[config.mk]
export PLATFORM = sky130hd
export DESIGN_NAME = seq_detect_param
export DESIGN_NICKNAME = d
export VERILOG_FILES = /design/src/rtl/seq_detect_param.sv
export SDC_FILE = /design/constraint.sdc
export NUM_CORES = 1
export LEC_CHECK = 0
export BUFFER_PORTS_ARGS = -buffer_cell sky130_fd_sc_hd__buf_4
export CAP_MARGIN = 15
export CORE_UTILIZATION = 35
export CTS_CLUSTER_SIZE = 30
export DETAILED_ROUTE_END_ITERATION = 8
export PLACE_DENSITY = 0.59
export REMOVE_ABC_BUFFERS = 1
export SYNTH_ARGS = -nofsm -noshare
export SYNTH_HDL_FRONTEND = slang
export SYNTH_SLANG_ARGS = --single-unit
[constraint.sdc]
create_clock -name clk -period 2 [get_ports clk]
set_clock_uncertainty 0.1 [all_clocks]
set_input_delay 0.2 -clock clk [delete_from_list [all_inputs] [get_ports clk]]
set_output_delay 0.2 -clock clk [all_outputs]
set_load 0.02 [all_outputs]
[src/rtl/seq_detect_param.sv]
// seq_detect_param: loadable-pattern serial bit detector with registered match pulse
// and saturating match counter, overlapping or non-overlapping detection.
module seq_detect_param #(
    parameter int PAT_W = 4,
    parameter int CNT_W = 8,
    parameter logic [PAT_W-1:0] RST_PAT = 4'b1101
) (
    input  logic             clk,
    input  logic             rst_n,
    input  logic             din,
    input  logic             din_valid,
    input  logic [PAT_W-1:0] pattern,
    input  logic             pat_load,
    input  logic             overlap_en,
    input  logic             cnt_clr,
    output logic             match,
    output logic [CNT_W-1:0] match_cnt
);
    localparam int FW = $clog2(PAT_W + 1);
    localparam logic [FW-1:0] FULL = FW'(PAT_W);

    logic [PAT_W-1:0] r_pat, r_hist;
    logic [FW-1:0]    r_fill;
    logic             r_match;
    logic [CNT_W-1:0] r_cnt;

    logic             w_acc, w_hit;
    logic [PAT_W-1:0] w_hist_n;
    logic [FW-1:0]    w_fill_n;

    assign w_acc    = din_valid & ~pat_load;
    assign w_hist_n = {r_hist[PAT_W-2:0], din};
    assign w_fill_n = (r_fill == FULL) ? FULL : r_fill + FW'(1);
    assign w_hit    = w_acc && (w_fill_n == FULL) && (w_hist_n == r_pat);

    // A load restarts the fill window but keeps history; the loading cycle's bit is dropped.
    always_ff @(posedge clk or negedge rst_n) begin
        if (!rst_n) begin
            r_pat   <= RST_PAT;
            r_hist  <= '0;
            r_fill  <= '0;
            r_match <= 1'b0;
            r_cnt   <= '0;
        end else begin
            r_match <= w_hit;
            if (pat_load) begin
                r_pat  <= pattern;
                r_fill <= '0;
            end else if (din_valid) begin
                r_hist <= w_hist_n;
                r_fill <= (w_hit && !overlap_en) ? '0 : w_fill_n;
            end
            if (cnt_clr)
                r_cnt <= '0;
            else if (w_hit && r_cnt != '1)
                r_cnt <= r_cnt + CNT_W'(1);
        end
    end

    assign match     = r_match;
    assign match_cnt = r_cnt;
endmodule

==> summary.md, run 1 <==
| Metric | Value |
|---|---|
| Number of global-route vias before repair | 902 |
| Worst slew pin tran | 0.558 ns |
| Sequential fraction of the synthesis area | 43.6% |
| Worst R2R Setup Slack | -0.13 ns |
| I/O Buffers | 19 |
| Design area | 1540 µm² |
| Max Fanout on Critical Path | 8 |
| Total core area | 2880 µm² |
| EDFF count, synth | 0 |
| Most used standard cell by instance count after synthesis | dfrtp_1 |
| Hold-critical path depth | 2 |
| Area Growth Syn to Fin | 39.7% |
| # DRC | 1 |
| Failing checks | DRC, setup timing |
| Hold Path Sink | r_pat[0]$_DFFE_PN1P_ |
| Worst hold path class | input port to register |
| Synth Instances | 105 |
| I/O pin count | 20 |
| Cell taking the most area after synthesis | dfrtp_1 |
| Total clock sinks | 19 |
| Prevailing post-synth register cell | dfrtp_1 |
| CTS HTree Levels | 1 |
| GPL Wtd Cong | 0.833 |
| Post-synth ARST share | 100% |
| Root buf cell | clkbuf_4 |
| Final core occ | 53.4% |
| Post-route setup slack | -0.127 ns |
| Largest net degree at the start of global routing | 20 |
| Hold Crit Start | pattern[0] |
| Synth top area share | 36.4% |
| Final setup violation count | 9 |
| Synthesized cell area | 1100 µm² |
| Die Footprint | 3370 µm² |
| Post-route setup TNS | -0.343 ns |
| Initial DRT Pass Iterations | 6 |
| Post-Syn Area per Cell | 10.5 µm² |
| Top cells by area, synth | dfrtp_1 36%, mux2_2 8.2%, dfstp_2 7.2% |
| Vias | 890 |
| DRT Wirelength | 2370 µm |
| RSZ-0062 raised after global routing | true |
| Crit end category | register |
| Static leakage | 0.705 nW |
| Relative slew slack | 62.7% |
| Hold slack | 0.0288 ns |
| DIE WIDTH | 58.1 µm |
| First-pass GRT wire length | 3820 µm |
| CTS tree | built |
| Initial Utilization | 38.2% |
| Clock Pin Slew Worst Setup and Hold Paths | 0.12 ns |
| Reg area | 479 µm² |
| Max-Cap Viols | 0 |
| Status | finished, violations left |
| Via density | 5.03 |
| ANT cells | 0 |
| WP data required | 2.09 ns |
| Min Tclk post-route | 2.13 ns |
| Height of the chip | 58.1 µm |
| Clock latency on the worst-skew pair | 0.29 ns |
| R2R cell count | 6 |
| Routed Antenna Nets | 0 |
| FF-to-FF End | match_cnt[6]$_DFFE_PN0P_ |
| 1st-iter DRT viols | 48 |
| Number of fill cells | 249 |
| Post-DP Area | 1330 µm² |
| Seq cells post-synth | 19 |
| Final hold vios | 0 |
| Pre-CTS WS | -0.346 ns |
| Clock buffer depth | 2 |
| CTS buffer count | 3 |
| Yosys cell types | 29 |
| DP HPWL | 1620 µm |
| Reg2reg start | r_fill[0]$_DFFE_PN0P_ |
| Syn. warnings | 0 |
| Fmax | 470 MHz |
| Initial antenna violation count | 0 |
| Pwr dens | 538 nW/µm² |
| Drt wl/cell | 13.4 µm |
| Slew Viols, Final | 0 |
| Global Route Usage Sum | 14.6% |
| Startpoint types | register |
| Crit path kind | register to register |
| Nets | 150 |
| Share of post-route cells with drive strength above 1 | 48.1% |
| Maximum vdd drop | 363 µV |
| Arrival @ worst endpoint | 2.22 ns |
| Final period util | 106% |
| Top cells by count, synth | 16 x dfrtp_1, 11 x nor2_1, 8 x mux2_2 |
| Multi-input logic area | 738 µm² |
| Site Rows | 19 |
| Gr ovfl total | 0 |
[worst max-delay path, cell delays in order (launching register included)]
cell and delay, ns:
dfrtp_1 0.43, inv_2 0.09, ha_4 0.13, and3b_1 0.17
or3_4 0.48, nor4_4 0.29, mux2_4 0.33
[logic make-up (layout without fill, tap and decap cells)]
kind of cell	count (synthesis)	count (layout)	synth area share [%]
xor gates and xnor gates	4	4	3.19
buffers and inverters	8	38	4.10
adders and majority gates	3	3	3.41
AOI/OAI and AO/OA	9	9	4.66
and+or+nand+nor	46	46	24.8
muxes	16	16	16.3
DFF	19	19	43.6
[cell type report]
type                            count  area share (%)
Tap cell                           42            3.42
Sequential cell                    19            31.2
Multi-Input combinational cell     78            48.0
Inverter                            5            1.22
Clock buffer                        3            1.47
Clock inverter                      1           0.326
Timing Repair Buffer               29            14.3
[where the power goes]
group | switching (mW) | leakage, nW | total (mW) | internal (mW)
combinational | 0.102 | 0.443 | 0.192 | 0.0902
sequential | 0.0194 | 0.245 | 0.434 | 0.415
clock | 0.126 | 0.0177 | 0.201 | 0.0743
total | 0.248 | 0.705 | 0.827 | 0.579
[metal layers]
layer | wire length, µm | track usage, %
met4 | 27 | 6.80
met1 | 1100 | 19.4
met3 | 83 | 1.56
met5 | 0 | 0
met2 | 1150 | 23.8
[worst max path at each step]
stage	start	end	slack (ns)
2_1_floorplan	r_fill[0]$_DFFE_PN0P_	match_cnt[0]$_DFFE_PN0P_	-0.18
3_3_place_gp	r_fill[0]$_DFFE_PN0P_	match_cnt[7]$_DFFE_PN0P_	-0.25
3_5_place_dp	r_fill[0]$_DFFE_PN0P_	match_cnt[6]$_DFFE_PN0P_	-0.35
4_1_cts	r_fill[0]$_DFFE_PN0P_	match_cnt[6]$_DFFE_PN0P_	-0.1
5_1_grt	r_fill[0]$_DFFE_PN0P_	match_cnt[6]$_DFFE_PN0P_	-0.20
6_report	r_fill[0]$_DFFE_PN0P_	match_cnt[6]$_DFFE_PN0P_	-0.13
[layout by cell type, fill, tap and decap left out, drive strengths merged]
cell type and count:
a21oi 2, and2 2, and3 3, and3b 1, buf 28, clkbuf 3
clkinv 1, dfrtp 16, dfstp 3, dlygate4sd3 1, ha 3, inv 5
mux2 15, mux2i 1, nand2 2, nand2b 4, nand3 5, nand4 2
nor2 11, nor2b 6, nor3 1, nor4 8, o211ai 1, o21ai 5
o32ai 1, or3 1, xnor2 4
[registers in the layout (all words and copies together) (netlist names)]
name and count:
r_hist 3, match_cnt 8, match 1, r_pat 4, r_fill 3
[metrics by stage]
| stage | cells | total power [mW] |
|---|---|---|
| 4_1_cts | 176 | 0.826 |
| 3_5_place_dp | 171 | 0.590 |
| 6_report | 177 | 0.827 |
| 5_1_grt | 177 | 0.869 |
| 3_3_place_gp | 171 | 0.585 |
| 2_1_floorplan | 102 | 0.524 |
[repair_timing]
action,4_1_cts,5_1_grt
gates cloned,0,0
resized for setup,20,9
setup buffers,0,1
pin swaps,9,0
endpoints found under the hold margin,19,0
setup endpoints to repair,9,9
hold buffers,1,0
(Power assumes the default switching activity.)
==> run 2, diff against run 1 <==
SETUP_SLACK_MARGIN = 0.15   (was not set)
==> run 2 against run 1 <==
Effect of this change:
- the run still ends with DRC, setup timing left
- hold slack gained 0.0036 ns
- sequential cell count is the same
- cell count is the same
- worst setup slack lost 0.0018 ns
- routed wire length grew 0.46%
- highest routed layer unchanged
==> summary.md, run 2 (synthesis results as in run 1) <==
| Metric | Value |
|---|---|
| DRT Wirelength | 2380 µm (+0.46%) |
| Fmax | 470 MHz (about the same) |
| Logic pwr share | 23.4% (+0.2 points) |
| Hold slack | 0.0323 ns (+0.00357 ns) |
| Final setup violation count | 9 (unchanged) |
| Max Fanout on Critical Path | 8 (unchanged) |
| Flop pwr share | 52.6% (about the same) |
| FF-to-FF End | match_cnt[6]$_DFFE_PN0P_ |
| Initial DRT Pass Iterations | 6 (unchanged) |
| Pwr dens | 536 nW/µm² (-0.42%) |
| Crit path kind | register to register |
| Worst slew pin tran | 0.557 ns (-0.000252 ns) |
| Clock Pin Slew Worst Setup and Hold Paths | 0.12 ns (about the same) |
| Clock latency on the worst-skew pair | 0.29 ns (about the same) |
| Startpoint types | register |
| Worst R2R Setup Slack | -0.13 ns (about the same) |
| Site Rows | 19 (unchanged) |
| Sw Ratio | 29.8% (-0.092 points) |
| Area Growth Syn to Fin | 40.2% |
| DIE WIDTH | 58.1 µm (unchanged) |
| I/O pin count | 20 (unchanged) |
| Total clock sinks | 19 (unchanged) |
| Drt wl/cell | 13.4 µm (+0.46%) |
| Hold Crit Start | pattern[0] |
| Number of global-route vias before repair | 902 (unchanged) |
| WP data required | 2.09 ns (about the same) |
| # DRC | 1 (unchanged) |
| Post-DP Area | 1330 µm² (unchanged) |
| Root buf cell | clkbuf_4 |
| DP HPWL | 1620 µm (unchanged) |
| Initial Utilization | 38.2% (unchanged) |
| Total core area | 2880 µm² (unchanged) |
| Final core occ | 53.6% (+0.17 points) |
| CP cell instances | inv_2, ha_4, and3b_1, or3_4, nor4_4, mux2_4 |
| Number of fill cells | 251 (+0.80%) |
| Share of post-route cells with drive strength above 1 | 48.9% (+0.74 points) |
| Hold Path Sink | r_pat[0]$_DFFE_PN1P_ |
| Design area | 1540 µm² (+0.33%) |
| Max FFs per register | 8 (unchanged) |
| Multi-input logic area | 743 µm² (+0.68%) |
| Die Footprint | 3370 µm² (unchanged) |
| Worst hold path class | input port to register |
| I/O Buffers | 19 (unchanged) |
| Relative slew slack | 62.7% (about the same) |
| Clock buffer depth | 2 (unchanged) |
| Max-Cap Viols | 0 (unchanged) |
| Routed Antenna Nets | 0 (unchanged) |
| Reg area | 479 µm² (unchanged) |
| CTS HTree Levels | 1 (unchanged) |
| Global Route Usage Sum | 14.6% (unchanged) |
| CTS buffer count | 3 (unchanged) |
| ANT cells | 0 (unchanged) |
| Clk network pwr share | 24.0% (-0.3 points) |
| Final hold vios | 0 (unchanged) |
| CP max-delay cell | or3_4 |
| Most frequent cells in the layout | 28 x buf_4, 16 x dfrtp_1, 11 x nor2_1, 8 x mux2_2, 8 x nor4_4 |
| Nets | 150 (unchanged) |
| Via density | 4.97 (-1.2%) |
| P_int | 579 µW (about the same) |
| First-pass GRT wire length | 3820 µm (unchanged) |
| Crit end category | register |
| Max stage delay on crit path | 0.48 ns (about the same) |
| Hold-critical path depth | 2 (unchanged) |
| Failing checks | DRC, setup timing |
| Slew Viols, Final | 0 (unchanged) |
| CTS tree | built |
| Most common cell after layout, fill and taps aside | buf_4 |
| Post-route setup TNS | -0.361 ns (-0.0183 ns) |
| Final period util | 106% (about the same) |
| Maximum vdd drop | 359 µV (-1.0%) |
| RSZ-0062 raised after global routing | true |
| R2R cell count | 6 (unchanged) |
| Min Tclk post-route | 2.13 ns (+0.00179 ns) |
| 1st-iter DRT viols | 31 (-35%) |
| Post-route setup slack | -0.128 ns (-0.00179 ns) |
| Reg2reg start | r_fill[0]$_DFFE_PN0P_ |
| Height of the chip | 58.1 µm (unchanged) |
| Net switching power | 247 µW (-0.41%) |
| Arrival @ worst endpoint | 2.22 ns (about the same) |
| Status | finished, violations left |
| Vias | 879 (-1.2%) |
| GPL Wtd Cong | 0.833 (unchanged) |
| Initial antenna violation count | 0 (unchanged) |
| Largest net degree at the start of global routing | 20 (unchanged) |
| Gr ovfl total | 0 (unchanged) |
| Static leakage | 0.705 nW (about the same) |
## run 2: changes by cell type in the layout (fill, tap and decap cells not counted)
cell	delta
nor3_1	-1
nor3_2	+1
## run 2: power by group through the flow
stage / combinational (mW) / clock (mW) / sequential (mW)
after global routing: 0.210 / 0.222 / 0.439
after floorplan: 0.0873 / 0 / 0.437
after CTS: 0.183 / 0.209 / 0.434
after detailed placement: 0.149 / 0 / 0.441
after global placement: 0.146 / 0 / 0.439
final: 0.194 / 0.198 / 0.434
## run 2: worst max-delay path by stage
stage | startpoint | to | slack (ns)
global route | r_fill[0]$_DFFE_PN0P_ | match_cnt[6]$_DFFE_PN0P_ | -0.19
global placement | r_fill[0]$_DFFE_PN0P_ | match_cnt[7]$_DFFE_PN0P_ | -0.25
finish | r_fill[0]$_DFFE_PN0P_ | match_cnt[6]$_DFFE_PN0P_ | -0.13
detailed placement | r_fill[0]$_DFFE_PN0P_ | match_cnt[6]$_DFFE_PN0P_ | -0.35
floorplan | r_fill[0]$_DFFE_PN0P_ | match_cnt[0]$_DFFE_PN0P_ | -0.18
CTS | r_fill[0]$_DFFE_PN0P_ | match_cnt[6]$_DFFE_PN0P_ | -0.1
## run 2: routing by layer
| layer | vias to the layer above | share of wire, % | global-route usage [%] |
|---|---|---|---|
| met2 | 14 | 49 | 23.8 |
| met4 | 0 | 1.1 | 6.80 |
| li1 | 431 | - | - |
| met5 | - | 0 | 0 |
| met1 | 432 | 47 | 19.4 |
| met3 | 2 | 2.4 | 1.56 |
## run 2: critical path, delay by kind of cell (launching register included)
family | cells | cell delay [ns]
simple gates | 3 | 0.94
flops | 1 | 0.43
mux | 1 | 0.33
fa+ha+maj | 1 | 0.13
buf+inv | 1 | 0.09
## run 2: layout make-up
class / count / share of cell area [%]
multi-input cells: 78 / 48.2
repair buffers: 29 / 14.3
clock inverters: 1 / 0.325
flip-flops and latches: 19 / 31.1
clock buffers: 3 / 1.46
well taps: 42 / 3.41
inverters: 5 / 1.22
## run 2: stage by stage
stage | worst slack [ns] | power (mW) | cells
4_1_cts | -0.0967 | 0.826 | 176
3_5_place_dp | -0.346 | 0.590 | 171
3_3_place_gp | -0.255 | 0.585 | 171
2_1_floorplan | -0.176 | 0.524 | 102
6_report | -0.128 | 0.826 | 177
5_1_grt | -0.193 | 0.870 | 177
## run 2: repair_timing
action	CTS	global route
resized for setup	20	10
hold buffers	1	0
buffers inserted	0	1
pin swaps	9	0
setup endpoints to repair	10	10
hold endpoints to repair	19	0
==> run 3, diff against run 2 <==
CORE_ASPECT_RATIO = 1.5   (was not set)
==> run 3 against run 2 <==
Effect of this change:
- the flow finishes with violations (setup timing)
- sequential cell count is the same
- non-clock buffer count is 2 lower
- sequential power hardly changed
- worst setup slack better by 0.12 ns
- hold slack better by 0.036 ns
- via count up 3.1%
- final area fell by 1.6%
- sequential share of layout area is 0.51 points higher
- first-iteration DRC count shrank 84%
- core utilization decreased by 2.1 points
==> summary.md, run 3 (synthesis results as in run 1) <==
| Metric | Value |
|---|---|
| Status | finished, violations left |
| Failing checks | setup timing |
| First-pass GRT wire length | 4070 µm (+6.7%) |
| FF-to-FF End | match_cnt[0]$_DFFE_PN0P_ |
| Global Route Usage Sum | 16.2% (+1.6 points) |
| Final period util | 100% (-5.9 points) |
| Fmax | 498 MHz (+5.9%) |
| Final setup violation count | 1 (-8) |
| Total clock sinks | 19 (unchanged) |
| Clock latency on the worst-skew pair | 0.26 ns (-0.03 ns) |
| Post-route setup TNS | -0.00968 ns (+0.351 ns) |
| Reg2reg start | r_fill[0]$_DFFE_PN0P_ |
| GPL Wtd Cong | 0.797 (-4.3%) |
| Nets | 148 (-1.3%) |
| Share of post-route cells with drive strength above 1 | 47.4% (-1.5 points) |
| Relative slew slack | 64.3% (+1.6 points) |
| Area Growth Syn to Fin | 37.9% |
| Post-DP Area | 1300 µm² (-2.0%) |
| Initial DRT Pass Iterations | 4 (-2) |
| Clock buffer depth | 2 (unchanged) |
| Final hold vios | 0 (unchanged) |
| Most frequent cells in the layout | 26 x buf_4, 16 x dfrtp_1, 11 x nor2_1, 8 x mux2_2, 6 x nor4_4 |
| Crit path to | match_cnt[0]$_DFFE_PN0P_ |
| RSZ-0062 raised after global routing | true |
| Height of the chip | 70.7 µm (+22%) |
| Crit path from | r_fill[0]$_DFFE_PN0P_ |
| # DRC | 0 (-1) |
| Largest net degree at the start of global routing | 20 (unchanged) |
| Gr ovfl total | 0 (unchanged) |
| DRT Wirelength | 2420 µm (+1.7%) |
| Number of global-route vias before repair | 952 (+5.5%) |
| Pwr dens | 594 nW/µm² (+11%) |
| Arrival @ worst endpoint | 2.06 ns (-0.16 ns) |
| Clock Pin Slew Worst Setup and Hold Paths | 0.08 ns (-0.04 ns) |
| WP data required | 2.05 ns (-0.04 ns) |
| Maximum vdd drop | 435 µV (+21%) |
| Post-route setup slack | -0.00968 ns (+0.119 ns) |
| CTS HTree Levels | 1 (unchanged) |
| 1st-iter DRT viols | 5 (-84%) |
| CTS tree | built |
| Hold slack | 0.0688 ns (+0.0365 ns) |
| CTS buffer count | 3 (unchanged) |
| Worst slew pin tran | 0.533 ns (-0.0239 ns) |
| Routed Antenna Nets | 0 (unchanged) |
| Site Rows | 24 (+5) |
| Max FFs per register | 8 (unchanged) |
| Most common cell after layout, fill and taps aside | buf_4 |
| Max stage delay on crit path | 0.44 ns (-0.04 ns) |
| Initial Utilization | 37.4% (-0.86 points) |
| Max Fanout on Critical Path | 8 (unchanged) |
| Slew Viols, Final | 0 (unchanged) |
| DIE WIDTH | 47.8 µm (-18%) |
| DP HPWL | 1670 µm (+3.0%) |
| Vias | 906 (+3.1%) |
| Max-Cap Viols | 0 (unchanged) |
| I/O Buffers | 19 (unchanged) |
| Startpoint types | register |
| CP cell instances | inv_2, ha_4, and3b_1, or3_4, nor4_4, mux2_4 |
| ANT cells | 0 (unchanged) |
| Drt wl/cell | 14.1 µm (+4.6%) |
| Design area | 1520 µm² (-1.6%) |
| Initial antenna violation count | 0 (unchanged) |
| Total core area | 2940 µm² (+2.3%) |
| Die Footprint | 3380 µm² (+0.14%) |
| Crit end category | register |
| Min Tclk post-route | 2.01 ns (-0.119 ns) |
| Pre-CTS WS | -0.337 ns (+0.00886 ns) |
| Worst hold path class | input port to register |
| Final core occ | 51.5% (-2.1 points) |
| I/O pin count | 20 (unchanged) |
| Static leakage | 0.681 nW (-3.4%) |
| Via density | 5.27 (+6.1%) |
| Root buf cell | clkbuf_8 |
| Crit path kind | register to register |
| CP max-delay cell | or3_4 |
| R2R cell count | 6 (unchanged) |
| Worst R2R Setup Slack | -0.01 ns (+0.12 ns) |
==> run 3: changes by cell type in the layout (fill, tap and decap cells not counted), moves of 2 or more <==
cell | before | now
nor4_2 | 0 | 2
clkbuf_8 | 0 | 3
clkbuf_4 | 3 | 0
buf_4 | 28 | 26
nor4_4 | 8 | 6
mux2_1 | 0 | 2
mux2_4 | 7 | 5
==> run 3: metal layers <==
metal	routed length [µm]	GRT usage [%]
met5	0	0
met4	53	6.79
met3	74	2.81
met2	1330	26.9
met1	961	19.5
==> run 3: metrics by stage <==
step,std cells,power [mW]
2_1_floorplan,102,0.524
3_3_place_gp,165,0.582
3_5_place_dp,165,0.590
4_1_cts,172,0.902
5_1_grt,172,0.938
6_report,172,0.900
==> run 3: where the power goes <==
part | internal, mW | total (mW) | switching, mW | leakage [nW]
combinational | 0.0858 | 0.186 | 0.101 | 0.411
sequential | 0.414 | 0.434 | 0.0195 | 0.245
clock | 0.139 | 0.280 | 0.141 | 0.0255
total | 0.639 | 0.900 | 0.261 | 0.681
==> run 3: critical path, delay by kind of cell, from the launching register on <==
| family | cells | cell delay, ns |
|---|---|---|
| muxes | 1 | 0.33 |
| DFF | 1 | 0.41 |
| adders and majority gates | 1 | 0.13 |
| and+or+nand+nor | 3 | 0.84 |
| buffers and inverters | 1 | 0.09 |
==> run 3: final cells by class <==
cell class	count	area [µm²]
Clock buffer	3	41.3
Clock inverter	1	5.00
Fill cell	292	1430
Inverter	5	18.8
Multi-Input combinational cell	78	718
Sequential cell	19	479
Tap cell	39	48.8
Timing Repair Buffer	27	205
==> run 3: how the worst min path moves through the flow <==
stage / from / cells past startpoint / slack (ns) / end
after global routing: pattern[1] / 2 / 0.06 / r_pat[1]$_DFFE_PN0P_
final: pattern[2] / 2 / 0.07 / r_pat[2]$_DFFE_PN1P_
after global placement: rst_n / 1 / -0.008 / match_cnt[5]$_DFFE_PN0P_
after detailed placement: rst_n / 1 / -0.003 / match_cnt[5]$_DFFE_PN0P_
after floorplan: rst_n / 0 / -0.20 / match$_DFF_PN0_
after CTS: pattern[2] / 2 / 0.07 / r_pat[2]$_DFFE_PN1P_
==> run 3: timing repair <==
action,CTS,global route
setup endpoints to repair,10,9
hold buffers,1,0
endpoints found under the hold margin,19,0
resized for setup,23,5
pin swaps,9,1
buffers inserted,2,0
